## src/rtl/snk68_bus_pkg.sv

```systemverilog
// snk68_bus_pkg: shared FSM state type, board selectors and per-PCB region
// tables used by m68k_bus_decoder and m68k_region_match.
// A board-level wrapper picks its map with, for example,
// REGION_BASE(pcb_region_base(A7008)).
package snk68_bus_pkg;

  // Bus-cycle tracker states
  typedef enum logic [2:0] {
    RECOVER = 3'd0,
    IDLE    = 3'd1,
    WAIT    = 3'd2,
    ACK     = 3'd3,
    BERR    = 3'd4
  } bus_state_t;

  // Board variants
  localparam int A7007_A8007 = 0;
  localparam int A7008       = 1;
  localparam int A7008_SS    = 2;

  // Geometry of the board tables (matches the decoder defaults)
  localparam int PCB_N_REGIONS = 16;
  localparam int PCB_ADDR_W    = 24;
  localparam int PCB_WAIT_W    = 4;

  typedef struct packed {
    logic [PCB_ADDR_W-1:0] base;
    logic [PCB_ADDR_W-1:0] mask;
    logic [PCB_WAIT_W-1:0] waits;
    logic                  ext;
    logic [1:0]            dir;
  } region_t;

  // Low bit of field idx inside a packed table of width-bit fields
  function automatic int unsigned field_lo(input int unsigned idx, input int unsigned width);
    return idx * width;
  endfunction

  // One region entry of a board map; unused entries have dir=00 so they never hit
  function automatic region_t pcb_region(input int pcb, input int idx);
    region_t r;
    r = '{base: 24'h000000, mask: 24'h000000, waits: 4'd0, ext: 1'b0, dir: 2'b00};
    case (idx)
      0: r = '{24'h000000, (pcb == A7008_SS) ? 24'hF80000 : 24'hFC0000, 4'd0, 1'b0, 2'b01}; // program ROM
      1: r = '{24'h040000, 24'hFFC000, 4'd0, 1'b0, 2'b11};                                  // work RAM
      2: r = '{24'h080000, 24'hFFFF00, 4'd1, 1'b0, 2'b01};                                  // player inputs
      3: r = '{24'h080000, 24'hFFFF00, 4'd1, 1'b0, 2'b10};                                  // sound latch
      4: r = '{(pcb == A7007_A8007) ? 24'h100000 : 24'h200000, 24'hFF8000, 4'd1, 1'b0, 2'b11}; // sprite RAM
      5: r = '{24'h400000, 24'hFFF000, 4'd1, 1'b0, 2'b11};                                  // palette
      6: r = '{24'h0E0000, 24'hFFFF00, 4'd2, 1'b0, 2'b01};                                  // DIP switches
      default: r = '{24'h000000, 24'h000000, 4'd0, 1'b0, 2'b00};
    endcase
    return r;
  endfunction

  function automatic logic [PCB_N_REGIONS*PCB_ADDR_W-1:0] pcb_region_base(input int pcb);
    logic [PCB_N_REGIONS*PCB_ADDR_W-1:0] t;
    t = '0;
    for (int i = 0; i < PCB_N_REGIONS; i++) t[field_lo(i, PCB_ADDR_W) +: PCB_ADDR_W] = pcb_region(pcb, i).base;
    return t;
  endfunction

  function automatic logic [PCB_N_REGIONS*PCB_ADDR_W-1:0] pcb_region_mask(input int pcb);
    logic [PCB_N_REGIONS*PCB_ADDR_W-1:0] t;
    t = '0;
    for (int i = 0; i < PCB_N_REGIONS; i++) t[field_lo(i, PCB_ADDR_W) +: PCB_ADDR_W] = pcb_region(pcb, i).mask;
    return t;
  endfunction

  function automatic logic [PCB_N_REGIONS*PCB_WAIT_W-1:0] pcb_region_wait(input int pcb);
    logic [PCB_N_REGIONS*PCB_WAIT_W-1:0] t;
    t = '0;
    for (int i = 0; i < PCB_N_REGIONS; i++) t[field_lo(i, PCB_WAIT_W) +: PCB_WAIT_W] = pcb_region(pcb, i).waits;
    return t;
  endfunction

  function automatic logic [PCB_N_REGIONS-1:0] pcb_region_ext(input int pcb);
    logic [PCB_N_REGIONS-1:0] t;
    t = '0;
    for (int i = 0; i < PCB_N_REGIONS; i++) t[i] = pcb_region(pcb, i).ext;
    return t;
  endfunction

  function automatic logic [PCB_N_REGIONS*2-1:0] pcb_region_dir(input int pcb);
    logic [PCB_N_REGIONS*2-1:0] t;
    t = '0;
    for (int i = 0; i < PCB_N_REGIONS; i++) t[field_lo(i, 2) +: 2] = pcb_region(pcb, i).dir;
    return t;
  endfunction

endpackage

```

## src/rtl/m68k_region_match.sv

```systemverilog
// m68k_region_match: combinational address/direction compare against the
// region table; lowest matching index wins so the result is one region or none.
module m68k_region_match
  import snk68_bus_pkg::*;
#(
  parameter int                          N_REGIONS   = 16,
  parameter int                          ADDR_W      = 24,
  parameter int                          IDX_W       = 4,
  parameter logic [N_REGIONS*ADDR_W-1:0] REGION_BASE = '0,
  parameter logic [N_REGIONS*ADDR_W-1:0] REGION_MASK = '0,
  parameter logic [N_REGIONS*2-1:0]      REGION_DIR  = '1
) (
  input  logic [ADDR_W-1:0] i_addr,
  input  logic              i_rw,
  output logic              o_hit,
  output logic [IDX_W-1:0]  o_idx
);

  logic [N_REGIONS-1:0] w_hit_vec;

  for (genvar g = 0; g < N_REGIONS; g++) begin : g_region
    logic [ADDR_W-1:0] w_base;
    logic [ADDR_W-1:0] w_mask;
    logic              w_dir_ok;
    assign w_base       = REGION_BASE[field_lo(g, ADDR_W) +: ADDR_W];
    assign w_mask       = REGION_MASK[field_lo(g, ADDR_W) +: ADDR_W];
    // dir bit0 enables reads (rw=1), bit1 enables writes (rw=0)
    assign w_dir_ok     = i_rw ? REGION_DIR[field_lo(g, 2)] : REGION_DIR[field_lo(g, 2) + 1];
    assign w_hit_vec[g] = (((i_addr ^ w_base) & w_mask) == '0) && w_dir_ok;
  end

  // Priority select: scan from the top so the lowest hitting index is written last
  always_comb begin
    o_hit = 1'b0;
    o_idx = '0;
    for (int i = N_REGIONS - 1; i >= 0; i--) begin
      o_idx = w_hit_vec[i] ? IDX_W'(i) : o_idx;
      o_hit = o_hit | w_hit_vec[i];
    end
  end

endmodule

```

## src/rtl/m68k_bus_decoder.sv

```systemverilog
// m68k_bus_decoder: registered 68000 chip-select decoder with per-region
// wait states, external-ready handshake and DTACK generation.
// Optional feature macro: M68K_BUS_BERR_EN adds m68k_berr_n and a bus-error
// timeout in WAIT and for unmapped cycles.
module m68k_bus_decoder
  import snk68_bus_pkg::*;
#(
  parameter int                          N_REGIONS   = 16,
  parameter int                          ADDR_W      = 24,
  parameter int                          WAIT_W      = 4,
  parameter logic [N_REGIONS*ADDR_W-1:0] REGION_BASE = '0,
  parameter logic [N_REGIONS*ADDR_W-1:0] REGION_MASK = '0,
  parameter logic [N_REGIONS*WAIT_W-1:0] REGION_WAIT = '0,
  parameter logic [N_REGIONS-1:0]        REGION_EXT  = '0,
  parameter logic [N_REGIONS*2-1:0]      REGION_DIR  = '1,
  parameter int                          BERR_CYCLES = 64
) (
  input  logic                 clk,
  input  logic                 reset,
  input  logic [ADDR_W-1:0]    m68k_a,
  input  logic                 m68k_as_n,
  input  logic                 m68k_rw,
  input  logic [N_REGIONS-1:0] ext_ready,
  output logic [N_REGIONS-1:0] cs,
  output logic                 cs_rd,
  output logic                 cs_wr,
  output logic                 m68k_dtack_n,
  output logic                 unmapped
`ifdef M68K_BUS_BERR_EN
  ,
  output logic                 m68k_berr_n
`endif
);

  localparam int IDX_W = (N_REGIONS > 1) ? $clog2(N_REGIONS) : 1;

  bus_state_t           r_state;
  logic [IDX_W-1:0]     r_idx;
  logic [WAIT_W-1:0]    r_cnt;
  logic [N_REGIONS-1:0] r_cs;
  logic                 r_cs_rd;
  logic                 r_cs_wr;
  logic                 r_dtack_n;
  logic                 r_unmapped;

  logic                 w_hit;
  logic [IDX_W-1:0]     w_idx;
  logic [WAIT_W-1:0]    w_wait_sel;
  logic                 w_ext_sel;
  logic                 w_ready_sel;

  m68k_region_match #(
    .N_REGIONS   (N_REGIONS),
    .ADDR_W      (ADDR_W),
    .IDX_W       (IDX_W),
    .REGION_BASE (REGION_BASE),
    .REGION_MASK (REGION_MASK),
    .REGION_DIR  (REGION_DIR)
  ) u_match (
    .i_addr (m68k_a),
    .i_rw   (m68k_rw),
    .o_hit  (w_hit),
    .o_idx  (w_idx)
  );

  // Wait count of the region being decoded now; EXT flag/ready of the latched region
  assign w_wait_sel  = REGION_WAIT[field_lo(int'(w_idx), WAIT_W) +: WAIT_W];
  assign w_ext_sel   = REGION_EXT[r_idx];
  assign w_ready_sel = ext_ready[r_idx];

`ifdef M68K_BUS_BERR_EN
  localparam int TMO_W = $clog2(BERR_CYCLES + 1);
  logic [TMO_W-1:0] r_tmo;
  logic             r_berr_n;
  assign m68k_berr_n = r_berr_n;
`else
  logic w_unused_berr_cfg;
  assign w_unused_berr_cfg = (BERR_CYCLES != 0);
`endif

  // Bus-cycle FSM: decode on AS, count waits, handshake, acknowledge, release
  always_ff @(posedge clk or posedge reset) begin
    if (reset) begin
      r_state    <= RECOVER;
      r_idx      <= '0;
      r_cnt      <= '0;
      r_cs       <= '0;
      r_cs_rd    <= 1'b0;
      r_cs_wr    <= 1'b0;
      r_dtack_n  <= 1'b1;
      r_unmapped <= 1'b0;
`ifdef M68K_BUS_BERR_EN
      r_tmo      <= '0;
      r_berr_n   <= 1'b1;
`endif
    end else begin
      r_unmapped <= 1'b0;
      case (r_state)
        // A cycle already running at reset release is skipped until AS goes high
        RECOVER: begin
          if (m68k_as_n) r_state <= IDLE;
          else           r_state <= RECOVER;
        end
        IDLE: begin
          if (!m68k_as_n) begin
`ifdef M68K_BUS_BERR_EN
            r_tmo <= '0;
`endif
            if (w_hit) begin
              r_idx   <= w_idx;
              r_cs    <= N_REGIONS'(1'b1) << w_idx;
              r_cs_rd <= m68k_rw;
              r_cs_wr <= !m68k_rw;
              r_cnt   <= w_wait_sel;
              r_state <= WAIT;
            end else begin
              r_unmapped <= 1'b1;
`ifdef M68K_BUS_BERR_EN
              r_state    <= BERR;
`else
              // open-bus: acknowledge anyway so the CPU does not hang
              r_dtack_n  <= 1'b0;
              r_state    <= ACK;
`endif
            end
          end else begin
            r_state <= IDLE;
          end
        end
        WAIT: begin
          if (m68k_as_n) begin
            // CPU abandoned the cycle: drop everything, never acknowledge
            r_cs    <= '0;
            r_cs_rd <= 1'b0;
            r_cs_wr <= 1'b0;
            r_state <= IDLE;
          end
`ifdef M68K_BUS_BERR_EN
          else if (r_tmo == TMO_W'(BERR_CYCLES - 1)) begin
            r_berr_n <= 1'b0;
            r_state  <= BERR;
          end
`endif
          else begin
`ifdef M68K_BUS_BERR_EN
            r_tmo <= r_tmo + TMO_W'(1'b1);
`endif
            if (r_cnt != '0) begin
              r_cnt <= r_cnt - WAIT_W'(1'b1);
            end else if (!w_ext_sel || w_ready_sel) begin
              r_dtack_n <= 1'b0;
              r_state   <= ACK;
            end else begin
              r_state <= WAIT;
            end
          end
        end
        ACK: begin
          if (m68k_as_n) begin
            r_cs      <= '0;
            r_cs_rd   <= 1'b0;
            r_cs_wr   <= 1'b0;
            r_dtack_n <= 1'b1;
            r_state   <= IDLE;
          end else begin
            r_state <= ACK;
          end
        end
        BERR: begin
          if (m68k_as_n) begin
            r_cs      <= '0;
            r_cs_rd   <= 1'b0;
            r_cs_wr   <= 1'b0;
            r_dtack_n <= 1'b1;
`ifdef M68K_BUS_BERR_EN
            r_berr_n  <= 1'b1;
`endif
            r_state   <= IDLE;
          end else begin
`ifdef M68K_BUS_BERR_EN
            // unmapped cycles time out here; timed-out WAIT cycles arrive already flagged
            if (r_berr_n && (r_tmo == TMO_W'(BERR_CYCLES - 1))) r_berr_n <= 1'b0;
            else if (r_berr_n)                                   r_tmo    <= r_tmo + TMO_W'(1'b1);
            else                                                 r_berr_n <= 1'b0;
`endif
            r_state <= BERR;
          end
        end
        default: begin
          r_cs      <= '0;
          r_cs_rd   <= 1'b0;
          r_cs_wr   <= 1'b0;
          r_dtack_n <= 1'b1;
          r_state   <= RECOVER;
        end
      endcase
    end
  end

  assign cs           = r_cs;
  assign cs_rd        = r_cs_rd;
  assign cs_wr        = r_cs_wr;
  assign m68k_dtack_n = r_dtack_n;
  assign unmapped     = r_unmapped;

endmodule

```

## config.mk

```make
export PLATFORM = sky130hd
export DESIGN_NAME = m68k_bus_decoder
export DESIGN_NICKNAME = d
export VERILOG_FILES = /design/src/rtl/snk68_bus_pkg.sv /design/src/rtl/m68k_region_match.sv /design/src/rtl/m68k_bus_decoder.sv
export SDC_FILE = /design/constraint.sdc
export NUM_CORES = 1
export LEC_CHECK = 0
export CAP_MARGIN = 20
export CORE_MARGIN = 8
export CORE_UTILIZATION = 31
export CTS_CLUSTER_SIZE = 10
export DETAILED_ROUTE_END_ITERATION = 16
export HOLD_SLACK_MARGIN = 0.06
export MAX_ROUTING_LAYER = met4
export PLACE_DENSITY = 0.86
export SLEW_MARGIN = 20
export SYNTH_ARGS = -nofsm -noshare
export SYNTH_HDL_FRONTEND = slang
export SYNTH_SLANG_ARGS = --single-unit
```

## constraint.sdc

```tcl
create_clock -name clk -period 2 [get_ports clk]
set_input_delay 0.2 -clock clk [delete_from_list [all_inputs] [get_ports clk]]
set_output_delay 0.2 -clock clk [all_outputs]
set_load 0.02 [all_outputs]
```

== Yosys cells after proc, flatten, opt, wreduce, memory -nomap -nowiden ==
Cells that the tools add are included.
Widths: inputs -> output; s select.

* $add $sub $neg: 1
* Equality and inequality tests: 11
* Reduce and logical (&&, ||, !) cells: 10
* Bitwise logic cells: 2
* Multiplexer cells: 23

{| class="wikitable"
|+ Operator list
! cell !! count
|-
| $pmux 16 s3 || 1
|-
| $mux 16 || 2
|-
| $pmux 3 s5 || 1
|-
| $mux 4 || 3
|-
| $mux 3 || 3
|-
| $pmux 1 s3 || 3
|-
| $ne 2x2->1 const B || 4
|-
| $pmux 4 s2 || 1
|-
| $reduce_and 4->1 || 2
|-
| $mux 1 || 7
|-
| $eq 3x2->1 const B || 2
|-
| $mux 2 || 2
|-
| $ne 2x1->1 const B || 2
|-
| $reduce_bool 4->1 || 1
|-
| $reduce_or 2->1 || 2
|-
| $sub 4x1->4 const B || 1
|-
| $eq 3x1->1 const B || 1
|-
| $eq 3x3->1 const B || 1
|-
| $logic_not 3->1 || 1
|-
| $ne 3x3->1 const B || 1
|-
| $reduce_and 3->1 || 1
|-
| $reduce_or 3->1 || 1
|-
| $not 1->1 || 2
|-
| $reduce_bool 2->1 || 1
|-
| $logic_not 1->1 || 1
|}

* Input bits: 44
* Output and inout port bits: 20
* Flip-flop bits (word level): 26
* Word-level logic and storage cells: 53

== Longest topological paths before layout ==
Gate-level depths: netlist of the first run.

* Depth in word-level cells: 4
* Gate-level depth with buffers: 6

== Hierarchy ==
A second synthesis of the first run with hierarchy kept.

* Cells, all modules: 120
* Area total of the unflattened synthesis: 1356.3 µm²

{| class="wikitable"
|+ By module, submodules not included
! module !! times used !! area each (µm²) !! cells an instance
|-
| m68k_bus_decoder || 1 || 1311.3 || 113
|-
| m68k_region_match || 1 || 45.0 || 7
|}

== Worst setup path before layout of the first run ==
OpenSTA, ideal clock, no wires.

* Path type: reg2reg
* Start: register r_state[2]
* End: register r_cnt[0]
* Cell stages (with the launch flop): 6
* Buffers on the path: 1
* Required time: 1.934 ns
* Clock period less this slack: 1.477 ns
* Setup slack: 0.523 ns
* Setup time: 0.066 ns
* Arrival: 1.410 ns
* Cell sequence: dfrtp_1 > or2_0 > buf_2 > or4_1 > o21ai_1 > a22o_1

* Word-level cells in the longest chain between the ends: 3
* Elaborated cells between the ends (all ways): 8
* Classes of those cells: eq/ne: 5; mux: 1; reduce/logical: 2

{| class="wikitable"
|+ RTL lines
! what !! line !! text
|-
| start, declared || m68k_bus_decoder.sv:37 || <nowiki>bus_state_t r_state;</nowiki>
|-
| start signal, assigned || m68k_bus_decoder.sv:84 || <nowiki>r_state <= RECOVER;</nowiki>
|-
| start signal, assigned || m68k_bus_decoder.sv:101 || <nowiki>if (m68k_as_n) r_state <= IDLE;</nowiki>
|-
| start signal, assigned || m68k_bus_decoder.sv:102 || <nowiki>else r_state <= RECOVER;</nowiki>
|-
| $eq 3x2->1 / $eq 3x1->1 (equally long branches) || m68k_bus_decoder.sv:98 || <nowiki>case (r_state)</nowiki>
|-
| $ne 2x2->1 (no source line) / $reduce_bool 2->1 (equally long branches) || -- ||
|-
| $reduce_and 4->1 (no source line) || -- ||
|-
| end signal, assigned || m68k_bus_decoder.sv:114 || <nowiki>r_cnt <= w_wait_sel;</nowiki>
|-
| end signal, assigned || m68k_bus_decoder.sv:149 || <nowiki>r_cnt <= r_cnt - WAIT_W'(1'b1);</nowiki>
|-
| end, declared || m68k_bus_decoder.sv:39 || <nowiki>logic [WAIT_W-1:0] r_cnt;</nowiki>
|}

Parallel ways exist; a longest one is shown, timed or not.
A chain may end at the register's enable or synchronous reset.

== Worst setup path after layout of the first run ==
* Start: register r_dtack_n (netlist: m68k_dtack_n)
* End: output m68k_dtack_n

{| class="wikitable"
|+ RTL lines
! what !! line !! text
|-
| start, declared || m68k_bus_decoder.sv:43 || <nowiki>logic r_dtack_n;</nowiki>
|-
| start signal, assigned || m68k_bus_decoder.sv:90 || <nowiki>r_dtack_n <= 1'b1;</nowiki>
|-
| start signal, assigned || m68k_bus_decoder.sv:122 || <nowiki>r_dtack_n <= 1'b0;</nowiki>
|-
| start signal, assigned || m68k_bus_decoder.sv:151 || <nowiki>r_dtack_n <= 1'b0;</nowiki>
|-
| end, declared || m68k_bus_decoder.sv:27 || <nowiki>output logic m68k_dtack_n,</nowiki>
|}

No word-level cell between the ends.

==> results of run 1 <==
-- state kept, by name, indices dropped and copies added, names as in the netlist --
| register | flops |
|---|---|
| r_cnt | 4 |
| m68k_dtack_n | 1 |
| cs_wr | 1 |
| cs | 1 |
| r_state | 3 |
| cs_rd | 1 |
-- Yosys cell counts, types with 2 or more instances --
cell type | count | area [sq um]
a21oi_1 | 4 | 20.0
a22o_1 | 3 | 26.3
buf_4 | 16 | 120
clkbuf_1 | 2 | 7.51
dfrtp_1 | 10 | 250
ha_1 | 2 | 25.0
inv_1 | 6 | 22.5
nand2_1 | 7 | 26.3
nor2_1 | 4 | 15.0
nor3b_1 | 2 | 15.0
nor4_1 | 2 | 12.5
o21ai_0 | 7 | 35.0
-- cell usage in the layout (no fill, tap or decap), types with 3 or more instances in the layout --
master           count
a21oi_1              4
a22o_1               3
clkbuf_4             3
clkdlybuf4s50_1      7
conb_1              16
dfrtp_1             10
inv_1                6
nand2_1              7
nor2_1               4
o21ai_0              7
-- power groups by stage --
stage	Sequential, mW	Clock (mW)	Combinational, mW
final	0.349	0.158	0.333
after global routing	0.359	0.171	0.370
after CTS	0.347	0.160	0.333
after detailed placement	0.351	0	0.331
after global placement	0.346	0	0.317
after floorplan	0.353	0	0.254
-- area by class of cell --
type | instances | area (sq um) | share of cell area (%)
well taps | 30 | 37.5 | 4.60
repair buffers | 9 | 85.1 | 10.4
flip-flops and latches | 11 | 277 | 33.9
multi-input cells | 65 | 368 | 45.1
inverters | 6 | 22.5 | 2.76
clock buffers | 4 | 26.3 | 3.22
-- metal layers --
metal,global-route usage (%),vias to the layer above
met5,-,-
met4,4.36,0
li1,-,280
met2,11.9,21
met3,2.89,5
met1,8.27,284
-- how the worst max path moves through the flow --
| stage | endpoint |
|---|---|
| after floorplan | r_cnt[0] |
| final | m68k_dtack_n |
| after global routing | r_cnt[0] |
| after CTS | m68k_dtack_n |
| after detailed placement | r_cnt[0] |
| after global placement | r_cnt[0] |
-- cell families after synthesis --
group / synth area share, %
buffers and inverters: 22.1
multiplexers: 2.82
flip-flops: 36.7
adder cells (fa/ha/maj): 3.32
other: 0.497
AND/OR/NAND/NOR: 15.8
AO/OA/AOI/OAI: 18.9
-- stage by stage --
step	hold slack, ns	instance area [sq um]	power, mW	worst slack [ns]	utilization (%)
4_1_cts	0.245	816	0.840	0.383	34.2
3_5_place_dp	0.470	790	0.682	0.338	33.1
2_1_floorplan	0.0517	811	0.607	0.523	-
5_1_grt	0.279	816	0.900	0.312	34.2
6_report	0.224	816	0.840	0.388	34.2
3_3_place_gp	0.464	790	0.663	0.351	33.1
==> flow_metrics.tcl, run 1 <==
set metrics [dict create \
    initial_utilization_pct 31.6 \
    synth.distinct_cells 34 \
    setup_viol 0 \
    ctsResizeCount 0 \
    slowest_stage "clkdlybuf4s50_1" \
    grt_pass1_wl_um 2550 \
    path_cells "clkdlybuf4s50_1" \
    core_area_sq_um 2390 \
    met2_length_um 693 \
    clkPwrFrac_pct 18.8 \
    wl_per_cell_um 12.2 \
    worst-path-max-fanout 2 \
    postCtsSetupRepairBufs 0 \
    routed_wl_um 1530 \
    n_antenna_cell 0 \
    maxCapViolCount 0 \
    power.internal_mw 0.506 \
    ys_seq_area_share_pct 36.7 \
    p_leak_nw 0.386 \
    syn_inst 87 \
    hold_violations 0 \
    wl_met1_um 676 \
    comb_power_share_pct 39.6 \
    rsz0062_at_grt "no" \
    r2r-start "r_cnt[0]" \
    cts_tree "done" \
    first_iter_violations 14 \
    finalClockSkew_ns 0.00201 \
    p_per_area_nw_per_um2 1030 \
    grt_max_degree 16 \
    dp_cells 121 \
    cts_htree_levels 1 \
    status "complete, no violations" \
    die_area_sq_um 4270 \
    synth_edf_count 0 \
    vias 590 \
    n_fill_cell 259 \
    crit_path_end_kind "output port" \
    reg2reg_depth 6 \
    routabilityCongestion 0.748 \
    drive_gt1_share_pct 10.5 \
    r2r_slack_ns 0.39 \
    ant_nets 0 \
    switchingPower_mw 0.334 \
    ys.flop_type "dfrtp_1" \
    fin_setup_tns_ns 0 \
    gr-total-overflow 0 \
    syn_area_per_cell_sq_um 8.67 \
    synth_area_sq_um 754 \
    yosys_warnings 0 \
    routed_via_density 4.72 \
    ir_worst_vdd_v 0.000378 \
    final_nets 142 \
    cp.required_ns 1.80 \
    path_depth 1 \
    reg2reg_to "r_cnt[0]" \
    clock_sinks 11 \
    cts_buffer_depth 2 \
    synthArstFlopShare_pct 100 \
    grt_pass1_vias 582 \
    ios 64 \
    cts_root_buffer "clkbuf_4" \
    synth_seq_cells 11 \
    antenna_found_initial 0 \
    numCtsBuffers 3 \
    wl_met3_um 130 \
    cp.arrival_ns 1.41 \
    p_seq_share_pct 41.5 \
    cp-startpoint "m68k_dtack_n" \
    clk_pin_slew_ns 0.07 \
    critPathTopFamily "buffers and inverters" \
    max_clock_freq_mhz 620 \
    numPortBuffers 7 \
    die_w_um 65.3 \
    cpPeakStageDelay_ns 0.60 \
    dr.max_layer_used "met4" \
    critPathBufInv 1 \
    drcViolationCount 0 \
    period_needed_ns 1.61 \
    p_sw_share_pct 39.7 \
    clock_latency_ns 0.27 \
    track_usage_pct 7.68 \
    final.period_utilization_pct 80.6 \
    place_hpwl_um 1110 \
    fin_cells 125 \
    timing.critical_path.from_type "flip-flop" \
    holdBufCountCts 0 \
    die_h_um 65.3 \
    area_growth_syn_to_layout_pct 8.13 \
    rows 18 \
    drv_slew 0 \
    worstHoldPathType "primary input to asynchronous set/reset pin" \
    dr.pass1.iters 4 \
    path_class "flip-flop to output port" \
]
Note: power is estimated with default switching activity, not from simulation.
==> inputs of run 2 (changes only) <==
==> constraint.sdc (replaced) <==
create_clock -name clk -period 1.6 [get_ports clk]
set_input_delay 0.16 -clock clk [delete_from_list [all_inputs] [get_ports clk]]
set_output_delay 0.16 -clock clk [all_outputs]
set_load 0.02 [all_outputs]
==> flow_metrics.tcl, run 2 (synthesis results as in run 1) <==
set metrics [dict create \
    status "complete, no violations" \
    clk_pin_slew_ns 0.08 \
    clock_latency_ns 0.27 \
    reg2reg_to "r_cnt[0]" \
    cp.arrival_ns 1.40 \
    numCtsBuffers 3 \
    hold_violations 0 \
    path_depth 1 \
    p_leak_nw 0.429 \
    gr-total-overflow 0 \
    final_nets 150 \
    timing.critical_path.from_type "flip-flop" \
    worst-path-max-fanout 2 \
    grt_max_degree 16 \
    clock_sinks 11 \
    power.internal_mw 0.700 \
    crit_path_end_kind "output port" \
    period_needed_ns 1.56 \
    cp-startpoint "m68k_dtack_n" \
    numPortBuffers 7 \
    mostFrequentLayoutCells "conb_1 (16), dfrtp_1 (10), buf_4 (10)" \
    regMostFlops "r_cnt" \
    die_area_sq_um 4270 \
    antenna_found_initial 0 \
    worstHoldPathType "primary input to asynchronous set/reset pin" \
    dp_cells 127 \
    drv_slew 0 \
    die_w_um 65.3 \
    core_area_sq_um 2390 \
    drive_gt1_share_pct 20.4 \
    ir_worst_vdd_v 0.000477 \
    grt.met1_usage_pct 8.86 \
    p_per_area_nw_per_um2 1300 \
    finalClockSkew_ns 0.00324 \
    ios 64 \
    grt_pass1_wl_um 2590 \
    maxCapViolCount 0 \
    rows 18 \
    final_common_cell "conb_1" \
    grt_pass1_vias 601 \
    switchingPower_mw 0.450 \
    cts_tree "done" \
    drcViolationCount 0 \
    fin_setup_tns_ns 0 \
    p_sw_share_pct 39.1 \
    critPathBufInv 1 \
    area_growth_syn_to_layout_pct 17.6 \
    path_cells "clkdlybuf4s50_1" \
    routed_wl_um 1630 \
    max_clock_freq_mhz 643 \
    first_iter_violations 35 \
    initial_utilization_pct 31.6 \
    reg2reg_depth 6 \
    clkPwrFrac_pct 17.0 \
    r2r-start "r_cnt[0]" \
    cts_buffer_depth 2 \
    final.period_utilization_pct 97.2 \
    cts_htree_levels 1 \
    fin_cells 133 \
    r2r_slack_ns 0.09 \
    busiest_layer "met2" \
    cp.required_ns 1.44 \
    place_hpwl_um 1190 \
    critPathTopFamily "buffers and inverters" \
    slowest_stage "clkdlybuf4s50_1" \
    use_met3_pct 3.06 \
    dr.pass1.iters 4 \
    comb_power_share_pct 45.4 \
    grtUsageMet2_pct 12.1 \
    ant_nets 0 \
    routabilityCongestion 0.795 \
    wl_per_cell_um 12.3 \
    setup_viol 0 \
    rsz0062_at_grt "no" \
    n_antenna_cell 0 \
    track_usage_pct 7.83 \
    die_h_um 65.3 \
    vias 627 \
    path_class "flip-flop to output port" \
    cts_root_buffer "clkbuf_4" \
    largest_reg_flops 4 \
    p_seq_share_pct 37.5 \
    routed_via_density 4.71 \
    largestRegisters "r_cnt (4), r_state (3)" \
    cpPeakStageDelay_ns 0.60 \
]
==> run 2: changes by cell type in the layout (fill, tap and decap cells not counted) <==
cell,previous run,this run
nor3b_2,0,1
buf_4,2,10
nor3b_1,2,1
nor4_2,0,1
inv_2,0,1
inv_1,6,5
nor4_1,2,1
==> run 2: per-layer routing <==
layer / part of all wire, % / vias up
met5: 0 / -
met4: 1.3 / 0
met3: 8.6 / 4
met2: 47 / 24
met1: 43 / 302
li1: - / 297
==> run 2: repair_timing <==
| item | 4_1_cts | 5_1_grt |
|---|---|---|
| setup buffers | 0 | 2 |
| resized for setup | 1 | 2 |
| endpoints found under the setup margin | 1 | 3 |
| hold buffers | 0 | 0 |
==> run 2: worst max-delay path by stage <==
stage / endpoint / slack, ns
final: m68k_dtack_n / 0.04
after global routing: m68k_dtack_n / 0.006
after CTS: r_cnt[3] / 0.007
after detailed placement: r_state[0] / -0.02
after global placement: r_cnt[0] / 0.01
after floorplan: r_cnt[0] / 0.12
==> run 2: worst reg2reg max path, cell delays in order, from the launching register on <==
cell and delay (ns):
dfrtp_1 0.39, inv_2 0.07, ha_1 0.20, nor3b_2 0.17, or4_1 0.41, o21ai_1 0.09
a22o_1 0.13
==> run 2: through the flow <==
step | hold slack (ns) | total power [mW] | worst slack (ns) | area, sq um | util, %
detailed placement | 0.480 | 0.898 | -0.0218 | 835 | 35.0
finish | 0.187 | 1.15 | 0.0441 | 887 | 37.2
global placement | 0.462 | 0.875 | 0.0114 | 835 | 35.0
floorplan | 0.0117 | 0.759 | 0.123 | 811 | -
CTS | 0.205 | 1.11 | 0.00734 | 866 | 36.3
global route | 0.225 | 1.24 | 0.00583 | 887 | 37.2
==> run 2: cell type report <==
class | count | area [sq um]
tap | 30 | 37.5
inverter | 6 | 22.5
clock buffer | 4 | 26.3
timing repair buffer | 17 | 145
sequential | 11 | 277
multi-input combinational | 65 | 379
fill | 257 | 1500
==> run 2: power by group through the flow <==
stage / Combinational (mW) / Clock (mW) / Sequential, mW
3_5_place_dp: 0.465 / 0 / 0.433
5_1_grt: 0.580 / 0.220 / 0.442
3_3_place_gp: 0.448 / 0 / 0.427
2_1_floorplan: 0.318 / 0 / 0.441
4_1_cts: 0.476 / 0.200 / 0.430
6_report: 0.522 / 0.195 / 0.432
